**config.mk**
```make
export PLATFORM = sky130hd
export DESIGN_NAME = pipe_stage_fifo
export DESIGN_NICKNAME = d
export VERILOG_FILES = /design/src/rtl/pipe_pkg.sv /design/src/rtl/pipe_ptr_ctr.sv /design/src/rtl/pipe_stage_fifo.sv
export SDC_FILE = /design/constraint.sdc
export NUM_CORES = 1
export LEC_CHECK = 0
export ABC_AREA = 0
export ABC_CLOCK_PERIOD_IN_PS = 8840
export CAP_MARGIN = 20
export CORE_MARGIN = 1.5
export CORE_UTILIZATION = 52
export CTS_CLUSTER_SIZE = 20
export DETAILED_ROUTE_END_ITERATION = 10
export GPL_TIMING_DRIVEN = 0
export PLACE_DENSITY = 0.85
export SLEW_MARGIN = 0
export SYNTH_ARGS = -nofsm -noshare
export SYNTH_HDL_FRONTEND = slang
export SYNTH_HIERARCHICAL = 1
export SYNTH_SLANG_ARGS = --single-unit
export TNS_END_PERCENT = 30
```
**constraint.sdc**
```tcl
create_clock -name clk -period 8.84 [get_ports clk]
set_input_delay 1.768 -clock clk [delete_from_list [all_inputs] [get_ports clk]]
set_output_delay 1.768 -clock clk [all_outputs]
set_load 0.01 [all_outputs]
```
**src/rtl/pipe_pkg.sv**
```systemverilog
// Shared definitions for the in-order pipeline stage buses and inter-stage buffers.
package pipe_pkg;

  localparam int DEST_W = 5;

  localparam int IF_ID_BUS_W = 64;
  localparam int ID_EX_BUS_W = 150;
  localparam int EX_ME_BUS_W = 71;
  localparam int ME_WB_BUS_W = 70;
  localparam int WB_RF_BUS_W = 38;
  localparam int BR_BUS_W    = 33;

  // Buffer entry for the IF->ID bus; wider stages declare the same shape locally.
  typedef struct packed {
    logic [IF_ID_BUS_W-1:0] bus;
    logic [DEST_W-1:0]      dest;
  } pipe_entry_t;

  // A one-entry buffer still carries a 1-bit pointer.
  function automatic int ptr_width(input int depth);
    return (depth > 1) ? $clog2(depth) : 1;
  endfunction

endpackage

```
**src/rtl/pipe_ptr_ctr.sv**
```systemverilog
// Modulo-DEPTH pointer with increment enable and synchronous clear; DEPTH need not be a power of two.
module pipe_ptr_ctr
  import pipe_pkg::*;
#(
  parameter  int DEPTH = 2,
  localparam int PTR_W = ptr_width(DEPTH)
) (
  input  logic             clk,
  input  logic             reset,
  input  logic             clr,
  input  logic             inc,
  output logic [PTR_W-1:0] ptr
);

  always_ff @(posedge clk or posedge reset) begin
    if (reset) begin
      ptr <= '0;
    end else if (clr) begin
      ptr <= '0;
    end else if (inc) begin
      ptr <= (ptr == PTR_W'(DEPTH - 1)) ? '0 : ptr + 1'b1;
    end
  end

endmodule

```
**src/rtl/pipe_stage_fifo.sv**
```systemverilog
// DEPTH-entry elastic stage buffer with flush and in-flight destination tags.
// Optional zero-latency bypass when empty: define PIPE_FIFO_BYPASS_EN.
module pipe_stage_fifo
  import pipe_pkg::*;
#(
  parameter  int BUS_W  = IF_ID_BUS_W,
  parameter  int DEPTH  = 2,
  parameter  int DEST_W = pipe_pkg::DEST_W,
  localparam int PTR_W  = ptr_width(DEPTH),
  localparam int CNT_W  = $clog2(DEPTH + 1)
) (
  input  logic                    clk,
  input  logic                    reset,
  input  logic                    flush,
  input  logic                    in_valid,
  output logic                    in_allow_in,
  input  logic [BUS_W-1:0]        in_bus,
  input  logic [DEST_W-1:0]       in_dest,
  output logic                    out_valid,
  input  logic                    out_allow_in,
  output logic [BUS_W-1:0]        out_bus,
  output logic [DEST_W-1:0]       out_dest,
  output logic [DEPTH*DEST_W-1:0] occ_dest,
  output logic [DEPTH-1:0]        occ_valid,
  output logic [CNT_W-1:0]        count
);

  typedef struct packed {
    logic [BUS_W-1:0]  bus;
    logic [DEST_W-1:0] dest;
  } entry_t;

  entry_t           mem [DEPTH];
  logic [PTR_W-1:0] wr_ptr;
  logic [PTR_W-1:0] rd_ptr;
  logic             bypass;
  logic             pass;
  logic             enq;
  logic             deq;
  logic             wr_en;
  logic             rd_en;

  // Handshake: a transfer happens on a side when its valid and allow_in are both
  // high at the rising edge and flush is low; a payload offered but not taken
  // stays with the producer, which must hold it unchanged.
  assign in_allow_in = (count < CNT_W'(DEPTH));

`ifdef PIPE_FIFO_BYPASS_EN
  assign bypass = (count == '0) && in_valid && !flush;
`else
  assign bypass = 1'b0;
`endif

  assign out_valid = (count != '0) || bypass;
  assign enq       = in_valid && in_allow_in && !flush;
  assign deq       = out_valid && out_allow_in && !flush;
  // A payload that passes straight through never occupies a slot.
  assign pass      = bypass && out_allow_in;
  assign wr_en     = enq && !pass;
  assign rd_en     = deq && !pass;

  assign out_bus  = bypass ? in_bus  : mem[rd_ptr].bus;
  assign out_dest = bypass ? in_dest : mem[rd_ptr].dest;

  always_ff @(posedge clk) begin
    if (wr_en) begin
      mem[wr_ptr] <= '{bus: in_bus, dest: in_dest};
    end
  end

  always_ff @(posedge clk or posedge reset) begin
    if (reset) begin
      count <= '0;
    end else if (flush) begin
      count <= '0;
    end else if (wr_en && !rd_en) begin
      count <= count + 1'b1;
    end else if (rd_en && !wr_en) begin
      count <= count - 1'b1;
    end
  end

  pipe_ptr_ctr #(.DEPTH(DEPTH)) u_wr_ptr (
    .clk   (clk),
    .reset (reset),
    .clr   (flush),
    .inc   (wr_en),
    .ptr   (wr_ptr)
  );

  pipe_ptr_ctr #(.DEPTH(DEPTH)) u_rd_ptr (
    .clk   (clk),
    .reset (reset),
    .clr   (flush),
    .inc   (rd_en),
    .ptr   (rd_ptr)
  );

  // A slot is live when its distance ahead of rd_ptr (mod DEPTH) is below count.
  always_comb begin
    occ_dest  = '0;
    occ_valid = '0;
    for (int i = 0; i < DEPTH; i++) begin
      int off;
      off = i - int'(rd_ptr);
      if (off < 0) begin
        off = off + DEPTH;
      end
      occ_dest[i*DEST_W +: DEST_W] = mem[i].dest;
      occ_valid[i] = (off < int'(count)) && (mem[i].dest != '0);
    end
  end

endmodule

```
==> Word-level counts from Yosys, hierarchy flattened <==
Memory sizes are Yosys's and may differ from the RTL's.
Cells that the tools add are included.
{ "word_totals": {"regBits": 4, "latch_bits": 0, "ram_bits": 138, "rom_bits": 0, "output_inout_bits": 85, "mem_count": 1} }
{ "op_classes": {"addsub": 8, "n_mul": 0, "div": 0, "order_cmp": 5, "n_eq_ne": 0, "shift": 0, "mux": 13, "bitwise_logic": 0, "reduce_logical": 17} }
{ "mem_list": {"columns": ["memory", "words", "width", "read_ports", "rd_ports_with_merged_regs", "write_ports", "line", "source"], "rows": [
  ["mem", 2, 69, 3, 0, 1, "pipe_stage_fifo.sv:33", "entry_t mem [DEPTH];"]
]} }
{ "op_table": {"columns": ["operator", "count"], "rows": [
  ["$lt A32 B3 Y1", 2],
  ["$mux W32", 2],
  ["$reduce_bool A5 Y1", 2],
  ["$add A2 B3 Y4 const B", 2],
  ["$logic_and A1 B1 Y1", 8],
  ["$mux W1", 8],
  ["$mux W2", 3],
  ["$reduce_bool A2 Y1", 3],
  ["$lt A2 B1 Y1 const B", 2],
  ["$sub A1 B1 Y2 const A", 2],
  ["$logic_not A1 Y1", 3],
  ["$reduce_bool A3 Y1", 1],
  ["$add A1 B1 Y1 const B", 2],
  ["$add A2 B1 Y2 const B", 1],
  ["$lt A2 B2 Y1 const B", 1],
  ["$sub A2 B1 Y2 const B", 1]
]} }

==> Depth between registers and ports, before layout <==
Gate-level depths: netlist (run 1).
{ "depth": {"ltp_word": 8, "depth_mapped": 5, "depth_no_buf": 4} }

==> By module <==
The synthesis (run 1) kept the hierarchy.
{ "by_module_without_submodules": {"columns": ["module", "n_inst", "cells_each", "area_each_um2", "seq_area_each_um2"], "rows": [
  ["pipe_stage_fifo", 1, 251, 5605.4, 4194.0],
  ["pipe_ptr_ctr", 2, 4, 41.3, 25.0]
]} }

==> Worst setup path before layout (run 1) <==
Ideal clock, no wire load.
{ "synth_path": {"kind": "in2reg", "startpoint": "in flush", "endpoint": "mem mem[0][0] (netlist bit), enable pin", "setup_ns": 0.582, "t_arrival_ns": 6.574, "slack_ns": 1.684, "cell_stages": 1, "path_cell_list": "nor3_1"} }
{ "synth_via": {"elab_chain_len": 4} }
{ "synth_rtl": {"columns": ["element", "line", "source"], "rows": [
  ["start: declaration", "pipe_stage_fifo.sv:14", "input logic flush,"],
  ["$logic_not A1 Y1", "pipe_stage_fifo.sv:55", "assign enq = in_valid && in_allow_in && !flush;"],
  ["$logic_and A1 B1 Y1", "pipe_stage_fifo.sv:55", null],
  ["$mux W1", "pipe_stage_fifo.sv:66", "if (wr_en) begin"],
  ["$mux W1 (implied by the code)", "pipe_stage_fifo.sv:67", "mem[wr_ptr] <= '{bus: in_bus, dest: in_dest};"],
  ["end: declaration", "pipe_stage_fifo.sv:33", null]
]} }
No other way between the ends.

==> Worst setup path after layout (run 1) <==
{ "layout_path": {"startpoint": "reg u_rd_ptr.ptr", "endpoint": "out out_bus[36]"} }
{ "layout_via": {"elab_chain_len": 1} }
{ "layout_rtl": {"columns": ["element", "line", "source"], "rows": [
  ["start: declaration", "pipe_ptr_ctr.sv:12", "output logic [PTR_W-1:0] ptr"],
  ["start signal: assignment", "pipe_ptr_ctr.sv:21", "ptr <= (ptr == PTR_W'(DEPTH - 1)) ? '0 : ptr + 1'b1;"],
  ["$mem_v2 Z2 W69", null, null],
  ["end: declaration", "pipe_stage_fifo.sv:21", "output logic [BUS_W-1:0] out_bus,"]
]} }
No other way between the ends.

==> run metrics, run 1 <==
Final Wtd Congestion=0.703; vias per cell=4.91; initial antenna violation count=0; vias=2929; # diodes=0; site row count=38; fin util=75.5%; largest net degree at the start of global routing=54; worst path cell trace=buf_6 > buf_12 > mux2_4 > clkdlybuf4s50_1; DRC marker count from the first detailed-route iteration=113; Arr. time, crit path=2100 ps; CTS tree=built; most frequent cells in the layout=clkdlybuf4s50_1, edfxtp_1, mux2_4; Port Buffers=158; period utilization=43.7%; Setup Skew=8.13 ps; DP HPWL=7.25 mm; final instance area=8110 um^2; CP required=7070 ps; Hold Buf Count CTS=0; post-CTS setup buffers=0; Hold Crit Start=u_rd_ptr/ptr$_DFFE_PP0P_; commonest non-fill, non-tap cell in the layout=clkdlybuf4s50_1; first-pass iteration count of the detailed router=4; WL/cell=17.4 um; Final Hold Viols=0; Crit Path Class=reg2out; filler cell count=653; minimum clock period=3870 ps; flops & latches, synth=142; total CTS buffers=17; die area=11600 um^2; Ys Warns=6; startpoint types=flip-flop; fin nets=518; final-report max-slew violation count=0; sequential share of the synthesized area=74.6%; vias in the first global route=3177; cts repair resizes=0; critical path launch point=u_rd_ptr/ptr$_DFFE_PP0P_; outcome=finished, final reports clean; Root Buffer=clkbuf_8; Critical Path Fanout Max=10; clk sinks=142; synthesized area=5690 um^2; leading area contributor after synthesis=edfxtp_1; total leakage power=2.93 nW; Cell variety after synth=20; Max IR drop VDD=0.117 mV; Mean Syn Cell Area=22.0 um^2; worst-margin pin slew=602 ps; Cells after Synth=259; area delta synth->final=42.5%; Max Freq=259 MHz; hold slack=577 ps; Slowest-stage cell, CP=clkdlybuf4s50_1; GRT Total Usage=18.7%; Synth top area share=72.9%; remaining global-route overflow=0; Starting Density=52.9%; reg-to-reg critical path startpoint=count[1]$_DFFE_PP0P_; CP endpoint kind=primary output; placement-stage cell area=7560 um^2; Worst Hold Class=reg2reg; Max Buffers Root-to-Sink=2; Top Ports=159; clock slew at reported path FFs=60 ps; share of cells above drive strength 1=28.2%; RSZ-0062 raised after global routing=false; Finish-stage setup viols=0; synth top area cells=edfxtp_1, mux2_4, buf_12; Worst path max stage delay=520 ps; Routed Antenna Nets=0; drt total wl=10.4 mm; first-pass GRT wire length=15.9 mm; Die Y-Extent=108 um; Die W=108 um; DRC viols=0; core area=10700 um^2; Max Cap Viol=0; Pwr Density=198 nW/um^2; Max-slew headroom=59.6%; CTS H-tree lvls=4; Clk Latency, worst-skew pair=500 ps; Synth Net Count=333
registers in the layout, summed over array words and instances (netlist names):
signal        flops
mem             138
count             2
u_wr_ptr/ptr      1
u_rd_ptr/ptr      1
layout make-up:
cell class | instances | area (um^2) | area share (%)
clock buffer | 20 | 425 | 5.25
multi-input combinational | 94 | 1210 | 14.9
buffer | 18 | 226 | 2.79
inverter | 5 | 18.8 | 0.231
sequential | 142 | 4240 | 52.3
tap | 140 | 175 | 2.16
clock inverter | 12 | 120 | 1.48
timing repair buffer | 166 | 1690 | 20.9
critical path, delay by kind of cell, from the launching register on:
kind | cells | cell delay [ps]
buf+inv | 3 | 910
flops | 1 | 380
mux | 1 | 300
stage by stage:
stage	power (W)	instances	setup TNS [ps]	worst slack, ps
final	0.00160	597	0	4970
after global routing	0.00166	597	0	4880
after CTS	0.00162	597	0	4920
after detailed placement	0.000973	565	0	4920
after global placement	0.000965	557	-84580	-1230
after floorplan	0.000871	259	0	1680
layer usage:
metal	up-vias	track usage [%]	routed length [um]
li1	1365	-	-
met1	1444	21.5	4040
met2	107	33.3	5550
met3	13	5.39	614
met4	0	6.95	156
met5	-	0	0
worst paths after layout:
check	endpoint	slack, ps	depth (start not counted)
max	out_bus[36]	4970	4
min	u_rd_ptr/ptr$_DFFE_PP0P_	580	2
min reg2reg	u_rd_ptr/ptr$_DFFE_PP0P_	580	2
min in group asynchronous	u_wr_ptr/ptr$_DFFE_PP0P_	1480	2
max reg2reg	mem[0][52]$_DFFE_PP_	6740	6
max in group asynchronous	count[0]$_DFFE_PP0P_	7240	2
cell usage after synthesis (all sizes together):
library cell  instances
mux2                 70
dfrtp                 4
nand2b                1
edfxtp              138
o21ai                 1
and2b                 1
nor3                  3
nor2                  6
a2bb2oi               1
a21oi                 5
buf                  18
or2                   1
inv                   5
xnor2                 2
and3b                 1
and2                  1
nor2b                 1
report_power, final:
part	internal [W]	total [W]	leakage, nW	switching (W)
clock	0.000398	0.000646	0.264	0.000248
sequential	0.000767	0.000775	1.32	0.00000777
combinational	0.000117	0.000183	1.35	0.0000656
logic make-up (layout without fill, tap and decap cells):
group / Yosys count / in the layout / share of synthesized area (%)
xor gates and xnor gates: 2 / 2 / 0.308
buffers and inverters: 23 / 221 / 4.31
AOI/OAI and AO/OA: 7 / 7 / 0.682
DFF: 142 / 142 / 74.6
muxes: 70 / 70 / 18.4
and+or+nand+nor: 15 / 15 / 1.67
(Power assumes the default switching activity.)
==> run 2: changes to the inputs <==
- ABC_CLOCK_PERIOD_IN_PS: 8840 -> 4000
- CORE_UTILIZATION: 52 -> 48
- PLACE_DENSITY: 0.85 -> 0.79
- clock period: 8.84 -> 4 ns (I/O delays scaled with it)
==> run 2 against run 1 <==
Against the previous run: clock power grew to 2.8 times the previous value; register-to-register slack worse by 4600 ps; die area rose by 8.1%; via count shrank 1.2%; highest routed layer unchanged.
==> run metrics, run 2 (same netlist as run 1, synthesis figures left out) <==
outcome=finished, final reports clean; period utilization=69.9%; Final Hold Viols=0 (unchanged); cts repair resizes=0 (unchanged); final worst slack=1200 ps (-3770 ps); Pwr Density=476 nW/um^2 (+140%); Total Power=0.00394 W (+150%); vias=2893 (-1.2%); WHS Path Cells=2 (unchanged); worst-margin pin slew=425 ps (-177 ps); CP endpoint kind=primary output; area delta synth->final=45.7%; largest net degree at the start of global routing=50 (-7.4%); register area=4240 um^2 (unchanged); Die W=112 um (+4.0%); Critical Path Fanout Max=10 (unchanged); share of cells above drive strength 1=28.2% (-0.034 points); DRC viols=0 (unchanged); Setup Skew=5.97 ps (-2.16 ps); clock slew at reported path FFs=60 ps (about the same); internal power=0.00323 W (+150%); remaining global-route overflow=0 (unchanged); vias per cell=4.84 (-1.4%); core area=11500 um^2 (+6.7%); Root Buffer=clkbuf_16; Max-slew headroom=71.5% (+12 points); dpl ws=1290 ps (-3630 ps); most frequent cells in the layout=clkdlybuf4s50_1, edfxtp_1, mux2_4; stages on the worst setup path=4 (unchanged); DP HPWL=7.02 mm (-3.2%); die area=12500 um^2 (+8.1%); minimum clock period=2800 ps; filler cell count=710 (+8.7%); fin util=72.3% (-3.2 points); placed cell count=565 (unchanged); first-pass GRT wire length=15.9 mm (+0.22%); Finish-stage setup viols=0 (unchanged); initial antenna violation count=1 (+1); fin nets=515 (-0.58%); Max Buffers Root-to-Sink=2 (unchanged); CTS H-tree lvls=4 (unchanged); total leakage power=3.00 nW (+2.4%); drt total wl=10.3 mm (-0.56%); Final Wtd Congestion=0.757 (+7.7%); Max Freq=357 MHz; vias in the first global route=3149 (-0.88%); Worst Hold Class=reg2reg; Finished Layout Cells=598 (+0.17%); Switch Pwr=0.000718 W (+120%); final-report max-slew violation count=0 (unchanged); Hold Buf Count CTS=0 (unchanged); Die Y-Extent=112 um (+4.0%); Top Ports=159 (unchanged); total CTS buffers=17 (unchanged); final instance area=8290 um^2 (+2.2%); Clk Latency, worst-skew pair=400 ps (-100 ps); worst path bufs/invs=3 (unchanged); Crit path max-delay family=buffers and inverters; most flop-heavy register=mem; Crit Path Class=reg2out; startpoint types=flip-flop; clk sinks=142 (unchanged); area occupied by multi-input gates=1210 um^2 (+0.52%); CP required=3200 ps (-3870 ps); Port Buffers=158 (unchanged); post-CTS setup buffers=0 (unchanged); site row count=39 (+2.6%); share of power burned in registers=43.4% (-4.9 points); Slowest-stage cell, CP=clkdlybuf4s50_1; Max IR drop VDD=0.316 mV (+170%); GRT Total Usage=17.0% (-1.8 points); Arr. time, crit path=2000 ps (-100 ps); worst path cell trace=buf_6 > buf_12 > mux2_4 > clkdlybuf4s50_1; commonest non-fill, non-tap cell in the layout=clkdlybuf4s50_1; DRC marker count from the first detailed-route iteration=92 (-19%); Starting Density=49.6% (-3.3 points); first-pass iteration count of the detailed router=4 (unchanged); clock group share of total power=46.2% (+5.9 points); top flop regs=mem (138), count (2); switch share=18.2% (-1.8 points); Worst path max stage delay=500 ps (-20 ps); CTS tree=built; Max Cap Viol=0 (unchanged); Combinational Power Share=10.3% (-1.1 points); flip-flop count of the largest register after layout=138 (unchanged); WL/cell=17.2 um (-0.73%); RSZ-0062 raised after global routing=false; R2R cell count=4 (-2); Routed Antenna Nets=0 (unchanged); placement-stage cell area=7590 um^2 (+0.33%)
## run 2: changes by cell type in the layout (fill, tap and decap cells not counted), moves of 2 or more
cell	previous run	this run
buf_16	1	4
buf_6	7	1
bufinv_16	2	7
clkinv_2	4	0
clkinv_1	2	0
## run 2: tightest hold or removal path, stage by stage (launching register included)
cell and delay [ps]:
dfrtp_1 380, xnor2_1 130, nor2_1 40
## run 2: area by class of cell
class	instances	share of cell area, %
clock buffer	22	5.60
buffer	18	2.73
inverter	5	0.226
timing repair buffer	163	20.6
antenna	1	0.0302
clock inverter	10	2.84
multi-input combinational	94	14.6
sequential	142	51.2
tap	143	2.16
## run 2: worst paths after layout
path,startpoint,slack [ps],end
setup / recovery,u_rd_ptr/ptr$_DFFE_PP0P_,1200,out_bus[58]
hold / removal,u_rd_ptr/ptr$_DFFE_PP0P_,590,u_rd_ptr/ptr$_DFFE_PP0P_
setup reg to reg,count[1]$_DFFE_PP0P_,2170,mem[1][12]$_DFFE_PP_
hold reg to reg,u_rd_ptr/ptr$_DFFE_PP0P_,590,u_rd_ptr/ptr$_DFFE_PP0P_
max in group asynchronous,reset,3250,count[1]$_DFFE_PP0P_
min in group asynchronous,reset,610,u_rd_ptr/ptr$_DFFE_PP0P_
## run 2: power groups by stage
stage               sequential, W  combinational (W)  clock, W
floorplan                 0.00174           0.000180         0
global placement          0.00175           0.000385         0
detailed placement        0.00174           0.000410         0
CTS                       0.00171           0.000413   0.00185
global route              0.00172           0.000431   0.00193
finish                    0.00171           0.000407   0.00182
## run 2: stage by stage
| step | setup TNS (ps) | hold WS [ps] |
|---|---|---|
| floorplan | 0 | 529 |
| global placement | -172840 | 552 |
| detailed placement | 0 | 581 |
| CTS | 0 | 589 |
| global route | 0 | 615 |
| finish | 0 | 588 |
## run 2: per-layer routing
| layer | vias up | GRT usage (%) | part of all wire, % |
|---|---|---|---|
| met5 | - | 0 | 0 |
| met2 | 116 | 29.4 | 52 |
| met4 | 0 | 5.49 | 1.3 |
| met3 | 8 | 7.51 | 8.3 |
| li1 | 1370 | - | - |
| met1 | 1399 | 18.8 | 38 |
